## src/rtl/ff_mode_bank.sv

```systemverilog
`default_nettype none
// ============================================================================
//  Module      : ff_mode_bank
//  Description : WIDTH-bit register bank acting as D/T/JK/SR flip-flops chosen
//                by a shared run-time mode, with SR excitation outputs.
//                Optional macro FF_MODE_SR_CHECK_EN: S=R=1 holds and sets err.
//  Revision    : 1.0 - initial release
// ============================================================================
module ff_mode_bank #(
   parameter int               WIDTH     = 8,
   parameter logic [WIDTH-1:0] RESET_VAL = '0
) (
   input  logic             clk,
   input  logic             rst,
   input  logic             en,
   input  logic [1:0]       mode,
   input  logic [WIDTH-1:0] a,
   input  logic [WIDTH-1:0] b,
   input  logic             err_clr,
   output logic [WIDTH-1:0] q,
   output logic [WIDTH-1:0] qn,
   output logic [WIDTH-1:0] s_exc,
   output logic [WIDTH-1:0] r_exc,
   output logic             err
);

   localparam logic [1:0] c_MODE_D  = 2'b00;
   localparam logic [1:0] c_MODE_T  = 2'b01;
   localparam logic [1:0] c_MODE_JK = 2'b10;
   localparam logic [1:0] c_MODE_SR = 2'b11;

   logic [WIDTH-1:0] r_q;
   logic [WIDTH-1:0] w_nxt;

   always_comb begin
      w_nxt = r_q;
      if (en) begin
         case (mode)
            c_MODE_D:  w_nxt = a;
            c_MODE_T:  w_nxt = r_q ^ a;
            c_MODE_JK: w_nxt = (a & ~r_q) | (~b & r_q);
            c_MODE_SR: begin
`ifdef FF_MODE_SR_CHECK_EN
               // S=R equal (both 0 or both 1) keeps the bit
               w_nxt = (a & ~b) | (r_q & ~(a ^ b));
`else
               // S=R=1 falls through to reset-dominant clear
               w_nxt = (a & ~b) | (r_q & ~a & ~b);
`endif
            end
            default:   w_nxt = r_q;
         endcase
      end
   end

   always_ff @(posedge clk) begin
      if (rst) begin
         r_q <= RESET_VAL;
      end else begin
         r_q <= w_nxt;
      end
   end

   assign q     = r_q;
   assign qn    = ~r_q;
   assign s_exc = w_nxt & ~r_q;
   assign r_exc = ~w_nxt & r_q;

`ifdef FF_MODE_SR_CHECK_EN
   logic r_err;
   logic w_illegal;

   assign w_illegal = en && (mode == c_MODE_SR) && (|(a & b));

   // a fresh illegal sample outranks a clear on the same edge
   always_ff @(posedge clk) begin
      if (rst) begin
         r_err <= 1'b0;
      end else if (w_illegal) begin
         r_err <= 1'b1;
      end else if (err_clr) begin
         r_err <= 1'b0;
      end
   end

   assign err = r_err;
`else
   logic w_unused_err_clr;

   assign w_unused_err_clr = err_clr;
   assign err              = 1'b0;
`endif

endmodule
`default_nettype wire

```

## config.mk

```make
export PLATFORM = sky130hd
export DESIGN_NAME = ff_mode_bank
export DESIGN_NICKNAME = d
export VERILOG_FILES = /design/src/rtl/ff_mode_bank.sv
export SDC_FILE = /design/constraint.sdc
export NUM_CORES = 1
export LEC_CHECK = 0
export CAP_MARGIN = 5
export CORE_MARGIN = 3
export CORE_UTILIZATION = 39
export CTS_CLUSTER_DIAMETER = 30
export CTS_CLUSTER_SIZE = 8
export DETAILED_ROUTE_END_ITERATION = 7
export PLACE_DENSITY = 0.84
export RECOVER_POWER = 50
export SLEW_MARGIN = 30
export SYNTH_ARGS = -nofsm -noshare
export SYNTH_HDL_FRONTEND = slang
export SYNTH_SLANG_ARGS = --single-unit
```

## constraint.sdc

```tcl
create_clock -name clk -period 2.4 [get_ports clk]
set_input_delay 0.6 -clock clk [delete_from_list [all_inputs] [get_ports clk]]
set_output_delay 0.6 -clock clk [all_outputs]
set_load 0.1 [all_outputs]
```

==> impl_results.md, run 1 <==
- Post-synthesis sequential area ratio: roughly 16%
- Die Width: approximately 57 um
- Post-cts sizing count: roughly 120
- Yosys warning total: 0
- Syn_area_per_cell: roughly 7.6 um^2
- Clock Path Buffers: 2
- Distinct cells, synth: 28
- Starting density of the core: between 40% and 50%
- Mapped Nets: 164
- Status: stopped before the end
- Dpl cells: 230
- Cells after Synth: 134
- Clock Root Buffer: clkbuf_4
- Post-CTS Hold Fix Bufs: 0
- Seq cells post-synth: 8
- Dpl hpwl: ~3100 um
- Vert. Die Dim: roughly 57 um
- Stop stage: clock tree synthesis
- Error msg: [ERROR DPL-0038] Utilization greater than 100%, impossible to legalize
- Post-CTS Setup Repair Bufs: 7
- Num CTS Buffers: 3
- CTS Sinks: 8
- Syn Std Cell Area: between 1000 and 1500 um^2
- Row count: 17
- H-tree depth: 1
- Buffers on Ports: 52
- Routability congestion estimate from global placement: about 0.82
- Num ports: 55
cell usage after synthesis (all sizes together):
cell type | n | area, um^2
inv | 17 | 63.8
nand2b | 16 | 100
nor2 | 10 | 40.0
a31oi | 8 | 50.1
dfxtp | 8 | 160
ha | 8 | 100
nand2 | 8 | 37.5
nor3 | 8 | 40.0
a21oi | 7 | 35.0
and3 | 7 | 43.8
buf | 7 | 57.5
o221ai | 7 | 61.3
o22ai | 7 | 56.3
o32ai | 7 | 114
clkbuf | 2 | 7.51
and4bb | 1 | 12.5
conb | 1 | 3.75
nor4 | 1 | 6.26
o211a | 1 | 10.0
o41ai | 1 | 8.76
or2 | 1 | 6.26
or3 | 1 | 6.26
kinds of logic after synthesis:
| family | synth area share (%) |
|---|---|
| buf+inv | 12.6 |
| compound gates | 32.8 |
| other cells | 0.367 |
| simple gates | 28.7 |
| flops | 15.7 |
| fa+ha+maj | 9.80 |
through the flow:
step / instance area, um^2 / worst slack, ps
2_1_floorplan: 1240 / -327
3_5_place_dp: 2030 / -564
3_3_place_gp: 2030 / -500
==> run 2, diff against run 1 <==
CORE_AREA = 3 3 64 66   (was default)
CORE_MARGIN = default   (was 3)
CORE_UTILIZATION = default   (was 39)
CTS_CLUSTER_DIAMETER = default   (was 30)
CTS_CLUSTER_SIZE = default   (was 8)
DIE_AREA = 0 0 67 69   (was default)
PLACE_DENSITY = default   (was 0.84)
PLACE_DENSITY_LB_ADDON = 0.15   (was default)
==> impl_results.md, run 2 <==
- Crit Path Class: input port to output port
- Yosys top cell by area: dfxtp_1
- Final ANT Viol Nets: 0
- Total global-route track usage: between 10% and 20%
- Core area: ~3600 um^2
- Status: complete, but fails checks
- CTS tree: done
- Area Overhead vs Synth: 153%
- Synth Flop Type: dfxtp_1
- Clock power share: ~15%
- N_diodes: 0
- Row count: 22
- VDD IR max: 352 uV
- Final Cycle Share: 101%
- Die Width: 67 um
- H-tree depth: 1
- Max FFs per register: 8
- Most frequent cells in the layout: buf_4, buf_12, buf_6, nand2b_1
- Starting density of the core: between 20% and 30%
- Count leader, synth: inv_1
- Initial DRC count: 35
- Vias in the first global route: between 1000 and 1500
- Yosys warning total: 0
- RSZ-0062 raised after global routing: true
- Syn_area_per_cell: approximately 7.6 um^2
- Type of origin of the critical path: input port
- Comb power frac: slightly below 70%
- Hold Vio Cnt, Final: 0
- Failing checks: negative setup slack
- Worst endpoint required time: roughly 1800 ps
- Initial antenna violation count: 0
- Mapped Nets: approximately 160
- Die ar.: roughly 4600 um^2
- Worst-Skew Late Latency: roughly 230 ps
- Worst setup margin: -29.8 ps
- Dpl hpwl: around 2800 um
- Max cap viols: 0
- Commonest non-fill, non-tap cell in the layout: buf_4
- Cells after Synth: ~130
- Setup violations, final: 1
- Crit path time final: approximately 2400 ps
- P_int: 555 uW
- Final max-slew violation count: 0
- Top cells by area, synth: dfxtp_1, o32ai_2, ha_1
- Distinct cells, synth: 28
- CTS Sinks: 8
- Clock Path Buffers: 2
- First-pass GRT wire length: around 6300 um
- Switching power total: approximately 580 uW
- Post-CTS Hold Fix Bufs: 0
- Switching power share of the total: between 50 and 60%
- Num ports: 55
- Max Clock Skew: 0 ps
- DR pass1 iterations: 4
- Num CTS Buffers: 3
- Post-synth ARST share: 0%
- GRT overflow: 0
- Routability congestion estimate from global placement: ~0.7
- Share of cells above drive strength 1: between 70 and 80%
- Vert. Die Dim: 69 um
- Top cells by count, synth: inv_1, nand2b_1, nor2_1
- Total negative setup slack: -29.8 ps
- Pwr dens: roughly 440 nW/um^2
- Crit. End Element: output port
- Post-synth top area share: roughly 16%
- Fmax: ~400 MHz
- Largest net degree at the start of global routing: 17
- Syn Std Cell Area: approximately 1000 um^2
- Critical Path AT: around 1800 ps
- DR DRC count: 0
- Number of vias in the routed layout: between 1000 and 1500
- DR vias/cell: around 5.0
- Seq pwr share: around 16%
- Routed wire length: between 4000 and 5000 um
- Buffers on Ports: 52
- Post-synthesis sequential area ratio: between 10% and 20%
- CP max FO: 2
- Clock Root Buffer: clkbuf_8
- Clk slew on worst S/H paths: about 50 ps
- LEAKAGE: 0.000979 uW
- Seq cells post-synth: 8
- Routed wire per std cell: between 15 and 20 um
- Nets@finish: about 250
- Number of enable flip-flop cells after synthesis: 0
- Pwr Total: about 1100 uW
- Hold Path Class: flop to flop
-- run 2: cell counts after synthesis --
Identical to the previous run, type by type.
-- run 2: cells by family (layout without fill, tap and decap cells) --
logic type	Yosys count	in the layout	share of synthesized area, %
AO/OA/AOI/OAI	38	38	32.8
adder cells (fa/ha/maj)	8	8	9.80
buffers and inverters	26	106	12.6
flip-flops	8	8	15.7
other	1	1	0.367
AND/OR/NAND/NOR	53	53	28.7
-- run 2: repair_timing --
item,in CTS,in global routing
buffers inserted,7,4
setup endpoints to repair,16,16
pin swaps,43,33
resized for setup,100,42
-- run 2: worst max-delay path: stages --
cell	delay, ps
buf_6	100
inv_4	50
ha_4	140
nor2_4	40
o32ai_4	320
o22ai_4	140
nor3_4	240
buf_12	200
-- run 2: area by class of cell --
cell class / count / area (um^2)
sequential: 8 / 190
clock buffer: 3 / 41.3
multi-input combinational: 100 / 1300
tap: 48 / 60.1
inverter: 17 / 76.3
timing repair buffer: 86 / 920
fill: 261 / 1050
-- run 2: stage by stage --
step                worst slack, ps  utilization, %  hold WS, ps  cell area, um^2  instances
CTS                            -135            64.7          535             2350        258
global placement               -513            56.2          512             2040        248
finish                        -29.8            71.2          545             2590        262
floorplan                      -327               -          642             1240        134
global route                  -67.2            71.2          567             2590        262
detailed placement             -559            56.2          518             2040        248
-- run 2: routing by layer --
metal | up-vias | global-route usage (%) | part of all wire, %
li1 | 662 | - | -
met1 | 621 | 20.3 | 37
met2 | 35 | 31.3 | 58
met3 | 2 | 4.23 | 4.6
met4 | 0 | 1.58 | 0.51
met5 | - | 0 | 0
-- run 2: power by group through the flow --
stage,Combinational [uW],Sequential [uW],Clock (uW)
4_1_cts,725,175,171
5_1_grt,822,181,184
3_3_place_gp,653,169,0
3_5_place_dp,663,171,0
2_1_floorplan,382,241,0
6_report,789,178,170
-- run 2: path summary, 6_finish.rpt --
| kind | from | slack, ps | cells after the start | end |
|---|---|---|---|---|
| worst max-delay path | a[7] | -30 | 8 | s_exc[7] |
| worst min register to register | q[2] | 550 | 2 | q[2] |
| worst min-delay path | q[2] | 550 | 2 | q[2] |
| worst max register to register | q[7] | 850 | 7 | q[7] |
No activity file was read; power rests on OpenSTA's default activity.
==> run 3, diff against run 2 <==
TNS_END_PERCENT = 100   (was default)
==> results of run 3 <==
No change in the layout: final DEF, timing and power equal those of run 2.
